==> src/rtl/uart_pkg.sv <==
// Shared types, tick constants and small helper functions for the UART receive path.
package uart_pkg;

  typedef enum logic [2:0] {
    IDLE   = 3'd0,
    START  = 3'd1,
    DATA   = 3'd2,
    PARITY = 3'd3,
    STOP   = 3'd4
  } rx_state_t;

  localparam logic [3:0] SMP_PER_BIT      = 4'd9;
  localparam logic [3:0] VOTE_T0          = 4'd4;
  localparam logic [3:0] VOTE_T1          = 4'd5;
  localparam logic [3:0] VOTE_T2          = 4'd6;
  localparam logic [3:0] STOP_DECIDE_TICK = 4'd6;

  function automatic logic maj3(input logic a, input logic b, input logic c);
    return (a & b) | (a & c) | (b & c);
  endfunction

  function automatic logic parity8(input logic [7:0] d);
    return ^d;
  endfunction

endpackage

==> src/rtl/uart_rx_ctrl_if.sv <==
// Received-byte interface between the UART receive controller and the UART top level.
interface uart_rx_ctrl_if #(
  parameter int DATA_BITS = 8
);
  logic [DATA_BITS-1:0] rx_data;
  logic                 rx_valid;
  logic                 frame_err;
  logic                 parity_err;
  logic                 busy;

  modport master (output rx_data, output rx_valid, output frame_err, output parity_err, output busy);
  modport slave  (input  rx_data, input  rx_valid, input  frame_err, input  parity_err, input  busy);
endinterface

==> src/rtl/rx_clk.sv <==
// Oversampling tick generator: while enabled, emits one sample_clk pulse per 1/9 bit period.
module rx_clk
  import uart_pkg::*;
#(
  parameter int CLK_FREQUENCE = 50_000_000,
  parameter int BAUD_RATE     = 9600
) (
  input  logic clk,
  input  logic rst_n,
  input  logic rx_start,
  input  logic rx_done,
  output logic sample_clk
);

  localparam int DIV = CLK_FREQUENCE / (BAUD_RATE * int'(SMP_PER_BIT));
  localparam int CW  = (DIV > 1) ? $clog2(DIV) : 1;

  logic          r_en;
  logic [CW-1:0] r_cnt;
  logic          r_tick;

  // Divider restarts on rx_start so the first tick lands one full tick period after the edge.
  always_ff @(posedge clk or negedge rst_n) begin
    if (!rst_n) begin
      r_en   <= 1'b0;
      r_cnt  <= '0;
      r_tick <= 1'b0;
    end else begin
      r_tick <= 1'b0;
      if (rx_start) begin
        r_en  <= 1'b1;
        r_cnt <= '0;
      end else if (rx_done) begin
        r_en  <= 1'b0;
        r_cnt <= '0;
      end else if (r_en) begin
        if (r_cnt == CW'(DIV - 1)) begin
          r_cnt  <= '0;
          r_tick <= 1'b1;
        end else begin
          r_cnt <= r_cnt + CW'(1);
        end
      end else begin
        r_cnt <= '0;
      end
    end
  end

  assign sample_clk = r_tick;

endmodule

==> src/rtl/uart_rx_ctrl.sv <==
// UART receive controller: start-edge detect, 3-of-9 majority vote, LSB-first shift, stop check.
// Parity checking is built only when UART_RX_PARITY_EN is defined.
module uart_rx_ctrl
  import uart_pkg::*;
#(
  parameter int CLK_FREQUENCE = 50_000_000,
  parameter int BAUD_RATE     = 9600,
  parameter int DATA_BITS     = 8
`ifdef UART_RX_PARITY_EN
  ,
  parameter bit PARITY_ODD    = 1'b0
`endif
) (
  input  logic           clk,
  input  logic           rst_n,
  input  logic           rx,
  uart_rx_ctrl_if.master rx_if
);

  logic                 r_sync1;
  logic                 r_rx_s;
  logic                 r_rx_d;
  rx_state_t            r_state;
  logic [3:0]           r_tick_cnt;
  logic [2:0]           r_bit_cnt;
  logic [2:0]           r_smp;
  logic [DATA_BITS-1:0] r_shift;
  logic                 r_rx_start;
  logic                 r_rx_done;
  logic [DATA_BITS-1:0] r_rx_data;
  logic                 r_rx_valid;
  logic                 r_frame_err;
  logic                 r_busy;
`ifdef UART_RX_PARITY_EN
  logic                 r_par_bit;
  logic                 r_parity_err;
`endif

  logic       w_fall;
  logic       w_tick;
  logic [3:0] w_tick_num;
  logic       w_bit_end;
  logic       w_bit_vote;
  logic       w_stop_vote;

  // Two-flop synchronizer plus one delay stage for falling-edge detection.
  always_ff @(posedge clk or negedge rst_n) begin
    if (!rst_n) begin
      r_sync1 <= 1'b1;
      r_rx_s  <= 1'b1;
      r_rx_d  <= 1'b1;
    end else begin
      r_sync1 <= rx;
      r_rx_s  <= r_sync1;
      r_rx_d  <= r_rx_s;
    end
  end

  assign w_fall      = r_rx_d & ~r_rx_s;
  assign w_tick_num  = r_tick_cnt + 4'd1;
  assign w_bit_end   = w_tick && (w_tick_num == SMP_PER_BIT);
  assign w_bit_vote  = maj3(r_smp[0], r_smp[1], r_smp[2]);
  // The stop decision happens on tick 6 itself, so the third sample is the live line.
  assign w_stop_vote = maj3(r_smp[0], r_smp[1], r_rx_s);

  rx_clk #(
    .CLK_FREQUENCE(CLK_FREQUENCE),
    .BAUD_RATE    (BAUD_RATE)
  ) u_rx_clk (
    .clk       (clk),
    .rst_n     (rst_n),
    .rx_start  (r_rx_start),
    .rx_done   (r_rx_done),
    .sample_clk(w_tick)
  );

  // Receive FSM with tick counting, voting samples and registered outputs.
  always_ff @(posedge clk or negedge rst_n) begin
    if (!rst_n) begin
      r_state     <= IDLE;
      r_tick_cnt  <= 4'd0;
      r_bit_cnt   <= 3'd0;
      r_smp       <= 3'b000;
      r_shift     <= '0;
      r_rx_start  <= 1'b0;
      r_rx_done   <= 1'b0;
      r_rx_data   <= '0;
      r_rx_valid  <= 1'b0;
      r_frame_err <= 1'b0;
      r_busy      <= 1'b0;
`ifdef UART_RX_PARITY_EN
      r_par_bit    <= 1'b0;
      r_parity_err <= 1'b0;
`endif
    end else begin
      r_rx_start  <= 1'b0;
      r_rx_done   <= 1'b0;
      r_rx_valid  <= 1'b0;
      r_frame_err <= 1'b0;
`ifdef UART_RX_PARITY_EN
      r_parity_err <= 1'b0;
`endif
      if (w_tick && (r_state != IDLE)) begin
        r_tick_cnt <= (w_tick_num == SMP_PER_BIT) ? 4'd0 : w_tick_num;
        if (w_tick_num == VOTE_T0) r_smp[0] <= r_rx_s;
        if (w_tick_num == VOTE_T1) r_smp[1] <= r_rx_s;
        if (w_tick_num == VOTE_T2) r_smp[2] <= r_rx_s;
      end
      case (r_state)
        IDLE: begin
          if (w_fall) begin
            r_rx_start <= 1'b1;
            r_tick_cnt <= 4'd0;
            r_busy     <= 1'b1;
            r_state    <= START;
          end
        end
        START: begin
          if (w_bit_end) begin
            if (w_bit_vote) begin
              r_rx_done <= 1'b1;
              r_busy    <= 1'b0;
              r_state   <= IDLE;
            end else begin
              r_bit_cnt <= 3'd0;
              r_state   <= DATA;
            end
          end
        end
        DATA: begin
          if (w_bit_end) begin
            r_shift   <= {w_bit_vote, r_shift[DATA_BITS-1:1]};
            r_bit_cnt <= r_bit_cnt + 3'd1;
            if (r_bit_cnt == 3'(DATA_BITS - 1)) begin
`ifdef UART_RX_PARITY_EN
              r_state <= PARITY;
`else
              r_state <= STOP;
`endif
            end
          end
        end
`ifdef UART_RX_PARITY_EN
        PARITY: begin
          if (w_bit_end) begin
            r_par_bit <= w_bit_vote;
            r_state   <= STOP;
          end
        end
`endif
        STOP: begin
          if (w_tick && (w_tick_num == STOP_DECIDE_TICK)) begin
            if (w_stop_vote) begin
              r_rx_data  <= r_shift;
              r_rx_valid <= 1'b1;
            end else begin
              r_frame_err <= 1'b1;
            end
`ifdef UART_RX_PARITY_EN
            r_parity_err <= ((parity8(8'(r_shift)) ^ r_par_bit) != PARITY_ODD);
`endif
            r_rx_done <= 1'b1;
            r_busy    <= 1'b0;
            r_state   <= IDLE;
          end
        end
        default: begin
          r_busy  <= 1'b0;
          r_state <= IDLE;
        end
      endcase
    end
  end

  assign rx_if.rx_data   = r_rx_data;
  assign rx_if.rx_valid  = r_rx_valid;
  assign rx_if.frame_err = r_frame_err;
  assign rx_if.busy      = r_busy;
`ifdef UART_RX_PARITY_EN
  assign rx_if.parity_err = r_parity_err;
`else
  assign rx_if.parity_err = 1'b0;
`endif

endmodule
==> src/flat_wrapper.sv <==
// flat-port wrapper written by rule: the top's interface ports become plain ports
module uart_rx_ctrl_flat import uart_pkg::*;
#(
  parameter int CLK_FREQUENCE = 50_000_000,
  parameter int BAUD_RATE     = 9600,
  parameter int DATA_BITS     = 8

)
  (clk, rst_n, rx, rx_if_rx_data, rx_if_rx_valid, rx_if_frame_err, rx_if_parity_err, rx_if_busy);
  uart_rx_ctrl_if #(.DATA_BITS(DATA_BITS)) rx_if_i ();
  input  logic clk;
  input  logic rst_n;
  input  logic rx;
  output wire logic [$bits(rx_if_i.rx_data)-1:0] rx_if_rx_data;
  output wire logic [$bits(rx_if_i.rx_valid)-1:0] rx_if_rx_valid;
  output wire logic [$bits(rx_if_i.frame_err)-1:0] rx_if_frame_err;
  output wire logic [$bits(rx_if_i.parity_err)-1:0] rx_if_parity_err;
  output wire logic [$bits(rx_if_i.busy)-1:0] rx_if_busy;
  assign rx_if_rx_data = rx_if_i.rx_data;
  assign rx_if_rx_valid = rx_if_i.rx_valid;
  assign rx_if_frame_err = rx_if_i.frame_err;
  assign rx_if_parity_err = rx_if_i.parity_err;
  assign rx_if_busy = rx_if_i.busy;
  uart_rx_ctrl #(.CLK_FREQUENCE(CLK_FREQUENCE), .BAUD_RATE(BAUD_RATE), .DATA_BITS(DATA_BITS)) u_core (.clk(clk), .rst_n(rst_n), .rx(rx), .rx_if(rx_if_i));
endmodule
==> config.mk <==
export PLATFORM = sky130hd
export DESIGN_NAME = uart_rx_ctrl_flat
export DESIGN_NICKNAME = d
export VERILOG_FILES = /design/src/rtl/uart_pkg.sv /design/src/rtl/uart_rx_ctrl_if.sv /design/src/rtl/rx_clk.sv /design/src/rtl/uart_rx_ctrl.sv /design/src/flat_wrapper.sv
export SDC_FILE = /design/constraint.sdc
export NUM_CORES = 1
export LEC_CHECK = 0
export ABC_CLOCK_PERIOD_IN_PS = 2800
export CORE_AREA = 2 2 71 73
export CTS_BUF_LIST = sky130_fd_sc_hd__clkbuf_4
export DETAILED_ROUTE_END_ITERATION = 8
export DIE_AREA = 0 0 73 75
export PLACE_DENSITY_LB_ADDON = 0.08
export SETUP_SLACK_MARGIN = 0.3
export SLEW_MARGIN = 25
export SYNTH_ARGS = -nofsm -noshare
export SYNTH_HDL_FRONTEND = slang
export SYNTH_SLANG_ARGS = --single-unit
==> constraint.sdc <==
create_clock -name clk -period 2.8 [get_ports clk]
set_input_delay 0.56 -clock clk [delete_from_list [all_inputs] [get_ports clk]]
set_output_delay 0.56 -clock clk [all_outputs]
set_load 0.02 [all_outputs]
==> metrics.md, run 1 <==
| Metric | Value |
|---|---|
| GP Congestion | 0.853 |
| CP Buf/Inv Count | 1 |
| CTS Buffer Depth | 2 |
| Crit path kind | reg2reg |
| CP max stage cell | a2111o_1 |
| CP Launch Type | flop |
| Total number of yosys warnings | 0 |
| Remaining antenna violation count | 0 |
| Dpl cell area | 2460 sq um |
| IO buf count | 13 |
| Ranking of synthesized cells by area | dfrtp_1, mux2_2, mux2_1, ha_1, dfstp_2 |
| CTS clock-pin slew for the worst setup and hold paths | 0.14 ns |
| Minimum clock period | 2.39 ns |
| Worst EP required | 3.04 ns |
| Pleak | 1.17 nW |
| Cts hold-fix bufs | 0 |
| EDFF count, synth | 0 |
| TNS Setup | 0 ns |
| Core ar. | 4660 sq um |
| #FFs+latches synth | 49 |
| Syn_area_per_cell | 11.2 sq um |
| GRT Util Overall | 0.163 |
| RSZ-0062 raised after global routing | false |
| Total number of vias | 1519 |
| Relative slew slack | 0.594 |
| Worst skew pair latency | 0.35 ns |
| I/O pin count | 15 |
| Mapped cell area | 2290 sq um |
| Nets | 230 |
| Die W | 73 um |
| Total gr overflow | 0 |
| Die area | 5480 sq um |
| Avg Vias per Cell | 5.52 |
| Max-cap viol count | 0 |
| HP Class | in2async |
| Synth unique cells | 48 |
| Row cnt | 25 |
| Crit-path cells | ha_1 > nand2b_1 > a2111o_1 > nor3b_2 > buf_4 > mux2_1 |
| Top-area cell type share of the netlist area | 0.502 |
| First-pass GRT wire length | 6920 um |
| Final clock skew | 0.00792 ns |
| Max Slew Vio Count | 0 |
| CP arrival | 2.63 ns |
| Final hold violation count | 0 |
| Syn_nets | 215 |
| Worst slack, placed | 0.433 ns |
| Post-CTS setup buffer count | 0 |
| Synth Flop Type | dfrtp_1 |
| Part of the Yosys area used for sequential elements | 0.536 |
| Routed len/inst | 14.0 um |
| Number of global-route vias before repair | 1502 |
| Register area | 1230 sq um |
| Cell accounting for the most synthesized area | dfrtp_1 |
| Final instance area | 2520 sq um |
| Synthesized netlist cell count | 205 |
| Cell Count, Final, Fillers Out | 275 |
| Area of the multi-input gates | 1000 sq um |
| Residual DRC | 0 |
| Number of inserted diodes | 0 |
| Crit path max-delay family | compound AO/OA/AOI/OAI gates |
| Share of cells above drive strength 1 | 0.122 |
| CTS Buf Count | 5 |
| Final setup fails | 0 |
| TritonCTS clock tree | done |
| Fill count | 406 |
| Largest net degree at the start of global routing | 29 |
| Starting Density | 0.492 |
| H-tree levels | 2 |
| Die Ht | 75 um |
| Pwr Total | 1.23 mW |
| Fmax achieved | 418 MHz |
| Pwr/cell area | 490 nW/um^2 |
| Async SR Flop Fraction | 1.00 |
| Post-CTS sizing | 0 |
| Hpwl dp | 2800 um |
| Worst Max-Slew Pin Slew | 0.609 ns |
| Max stage delay on crit path | 0.52 ns |
| Crit. End Element | flop |
| Initial drt markers | 94 |
| Antenna violations before repair | 0 |
| First-pass detailed-route iteration total | 5 |
| VDD IR max | 0.258 mV |
| Placed Instances | 267 |
| Outcome | finished, final reports clean |
| Post-Route WL | 3860 um |
| Period utilisation layout | 0.854 |
| Sinks on Clock Net | 49 |
| Worst Path Max Fanout | 9 |
| Root buf cell | clkbuf_4 |
| P&R area growth vs syn | 9.81% |
| Final setup margin | 0.410 ns |
## layout by cell type, fill, tap and decap left out, drive strengths merged, types with 3 or more instances in the layout
cell type	instances
nand2b	4
dfstp	3
clkbuf	6
inv	7
nor2	20
xnor2	5
a21oi	5
mux2	19
a21o	3
ha	7
nand2	17
o21ai	9
dfrtp	46
buf	3
nand4	3
nand3	9
clkdlybuf4s50	12
nor3b	3
nor3	4
xor2	5
## cells by family after synthesis
| group | synth area share |
|---|---|
| compound gates | 0.0845 |
| xor+xnor | 0.0382 |
| fa+ha+maj | 0.0469 |
| buf+inv | 0.0278 |
| flops | 0.536 |
| mux | 0.102 |
| other cells | 0.00163 |
| simple gates | 0.163 |
## synth_stat cells (all sizes together), types with 2 or more instances
cell	n
nor3	4
nor3b	3
dfrtp	46
xor2	5
nand2b	4
mux2	19
clkbuf	4
nor2b	2
nand2	17
nor2	20
nand4	3
a21o	3
inv	6
and3	2
o21ai	9
a21oi	5
o31ai	2
ha	7
dfstp	3
xnor2	5
buf	3
mux2i	2
nand3	9
maj3	2
## registers in the layout, summed over array words and instances (netlist names), 3 cells and up
register               flops
u_core.rx_if.rx_data       8
u_core.r_state             3
u_core.r_bit_cnt           3
u_core.r_tick_cnt          4
u_core.r_shift             8
u_core.r_smp               3
u_core.u_rx_clk.r_cnt     10
## final cells by class
type / instances / area share
inverter: 6 / 0.00894
tap: 54 / 0.0268
multi-input combinational: 143 / 0.397
clock buffer: 6 / 0.0179
timing repair buffer: 15 / 0.0556
clock inverter: 2 / 0.00546
sequential: 49 / 0.488
## where the power goes
group	switching (mW)	internal, mW
Clock	0.216	0.111
Combinational	0.0667	0.0492
Sequential	0.0466	0.745
## final timing paths
kind	from	end	slack, ns	depth (start not counted)
setup reg to reg	u_core.r_tick_cnt[0]$_DFF_PN0_	u_core.rx_if.rx_data[0]$_DFFE_PN0P_	0.41	6
min in group clk	u_core.r_sync1$_DFF_PN1_	u_core.r_rx_s$_DFF_PN1_	0.37	0
hold / removal	rst_n	u_core.u_rx_clk.r_cnt[5]$_DFF_PN0_	0.14	1
hold reg to reg	u_core.r_sync1$_DFF_PN1_	u_core.r_rx_s$_DFF_PN1_	0.37	0
max in group asynchronous	rst_n	u_core.r_rx_s$_DFF_PN1_	1.88	2
setup / recovery	u_core.r_tick_cnt[0]$_DFF_PN0_	u_core.rx_if.rx_data[0]$_DFFE_PN0P_	0.41	6
## metrics by stage
step	hold slack, ns	util
after CTS	0.146	0.541
after global routing	0.142	0.541
after floorplan	0.264	-
final	0.137	0.541
after global placement	0.347	0.528
after detailed placement	0.347	0.528
## layer usage
| layer | GRT usage | up-vias | part of all wire |
|---|---|---|---|
| li1 | - | 749 | - |
| met1 | 0.235 | 744 | 0.50 |
| met2 | 0.249 | 22 | 0.47 |
| met3 | 0.0335 | 4 | 0.024 |
| met4 | 0.0535 | 0 | 0.0088 |
| met5 | 0 | - | 0 |
Power figures use the tool's default switching activity.
==> inputs of run 2 (changes only) <==
- PLACE_DENSITY: not set -> 0.67
- PLACE_DENSITY_LB_ADDON: 0.08 -> not set
==> run 2 against run 1 <==
Effect of this change: largest cell class unchanged; non-clock buffer count is 1 higher; worst setup slack gained 0.056 ns; clock skew is essentially flat; critical path type unchanged; critical path depth unchanged; register-to-register slack better by 0.06 ns; first-iteration DRC count down 30%; largest power group unchanged; clock power about the same; sequential power is essentially flat; sequential cell count unchanged; die area unchanged.
==> metrics.md, run 2 (same netlist as run 1, synthesis figures left out) <==
| Metric | Value |
|---|---|
| CTS clock-pin slew for the worst setup and hold paths | 0.14 ns |
| Fmax achieved | 428 MHz |
| Worst Max-Slew Pin Slew | 0.660 ns |
| WHS | 0.211 ns |
| Relative slew slack | 0.560 |
| Worst EP required | 3.06 ns |
| Post-Route WL | 3670 um |
| Largest Register | u_core.u_rx_clk.r_cnt |
| TNS Setup | 0 ns |
| Largest net degree at the start of global routing | 32 |
| TritonCTS clock tree | done |
| CP max stage cell | a2111o_1 |
| Die W | 73 um |
| Crit. End Element | flop |
| First-pass GRT wire length | 6760 um |
| CP Launch Type | flop |
| P&R area growth vs syn | 10.1% |
| Root buf cell | clkbuf_4 |
| Antenna violations before repair | 0 |
| Most common cell after layout, fill and taps aside | dfrtp_1 |
| CTS Buf Count | 5 |
| Layout Utilization | 0.542 |
| Hpwl dp | 2620 um |
| CTS Buffer Depth | 2 |
| RSZ-0062 raised after global routing | false |
| Starting Density | 0.492 |
| Nets | 231 |
| HP Class | in2async |
| Cts hold-fix bufs | 0 |
| Row cnt | 25 |
| Crit-path cells | ha_1 > nand2b_1 > a2111o_1 > nor3b_2 > buf_4 > mux2_1 |
| Share of cells above drive strength 1 | 0.126 |
| Commonest non-fill, non-tap cells in the layout | dfrtp_1, nor2_1, nand2_1 |
| Max stage delay on crit path | 0.53 ns |
| I/O pin count | 15 |
| Worst Path Max Fanout | 9 |
| R2r setup slk | 0.47 ns |
| Avg Vias per Cell | 5.41 |
| Routed len/inst | 13.3 um |
| Final clock skew | 0.00797 ns |
| Number of inserted diodes | 0 |
| Residual DRC | 0 |
| Final setup fails | 0 |
| Max Slew Vio Count | 0 |
| Die Ht | 75 um |
| CP arrival | 2.59 ns |
| Post-CTS sizing | 0 |
| Fill count | 397 |
| First-pass detailed-route iteration total | 4 |
| VDD IR max | 0.284 mV |
| Post-CTS setup buffer count | 0 |
| Crit path kind | reg2reg |
| Core ar. | 4660 sq um |
| Final hold violation count | 0 |
| Initial drt markers | 66 |
| Total gr overflow | 0 |
| Pleak | 1.17 nW |
| IO buf count | 13 |
| Max reg flops | 10 |
| Remaining antenna violation count | 0 |
| Number of global-route vias before repair | 1515 |
| Minimum clock period | 2.33 ns |
| Outcome | finished, final reports clean |
| H-tree levels | 2 |
| GRT Util Overall | 0.160 |
| GP Congestion | 0.807 |
| Pwr/cell area | 487 nW/um^2 |
| Period utilisation layout | 0.834 |
| Pwr Total | 1.23 mW |
| Max-cap viol count | 0 |
| Die area | 5480 sq um |
| Worst skew pair latency | 0.36 ns |
| Sinks on Clock Net | 49 |
| Total number of vias | 1493 |
run 2: cell types whose count changed in the layout (fill, tap and decap cells not counted), sizes merged:
cell,before,now
buf,3,4
clkbuf,6,5
clkinvlp,0,1
run 2: layout make-up:
cell class              count  area, sq um  area share
well taps                  54         67.6      0.0267
repair buffers             16          148      0.0584
inverters                   6         22.5     0.00891
clock inverters             3         21.3     0.00842
flip-flops and latches     49         1230       0.487
clock buffers               5         37.5      0.0149
multi-input cells         143         1000       0.396
run 2: path summary, 6_finish.rpt:
path / from / end / cells past startpoint
worst max register to register: u_core.r_tick_cnt[0]$_DFF_PN0_ / u_core.rx_if.rx_data[4]$_DFFE_PN0P_ / 6
worst min-delay path: rst_n / u_core.rx_if.rx_valid$_DFF_PN0_ / 1
worst max-delay path: u_core.r_tick_cnt[0]$_DFF_PN0_ / u_core.rx_if.rx_data[4]$_DFFE_PN0P_ / 6
max in group asynchronous: rst_n / u_core.r_rx_s$_DFF_PN1_ / 2
min in group clk: u_core.r_sync1$_DFF_PN1_ / u_core.r_rx_s$_DFF_PN1_ / 0
worst min register to register: u_core.r_sync1$_DFF_PN1_ / u_core.r_rx_s$_DFF_PN1_ / 0
run 2: stage by stage:
stage               instances  worst slack (ns)  cell area (sq um)
global route              276             0.329               2530
floorplan                 205             0.660               2290
finish                    276             0.466               2530
global placement          268             0.498               2470
CTS                       276             0.447               2530
detailed placement        268             0.448               2470
run 2: report_power, final:
group	switching, mW	total, mW	internal [mW]
registers	0.0466	0.792	0.745
clock network	0.225	0.324	0.0998
logic	0.0653	0.115	0.0499
run 2: metal layers:
| metal | GRT usage | vias up | wire [um] |
|---|---|---|---|
| met3 | 0.0375 | 5 | 97 |
| li1 | - | 748 | - |
| met4 | 0.0617 | 0 | 59 |
| met5 | 0 | - | 0 |
| met1 | 0.216 | 723 | 1830 |
| met2 | 0.254 | 17 | 1690 |
run 2: critical path: cells and delay by family, from the launching register on:
kind	cells	cell delay, ns
muxes	1	0.33
AOI/OAI and AO/OA	1	0.53
and+or+nand+nor	2	0.39
DFF	1	0.47
adders and majority gates	1	0.32
buffers and inverters	1	0.19
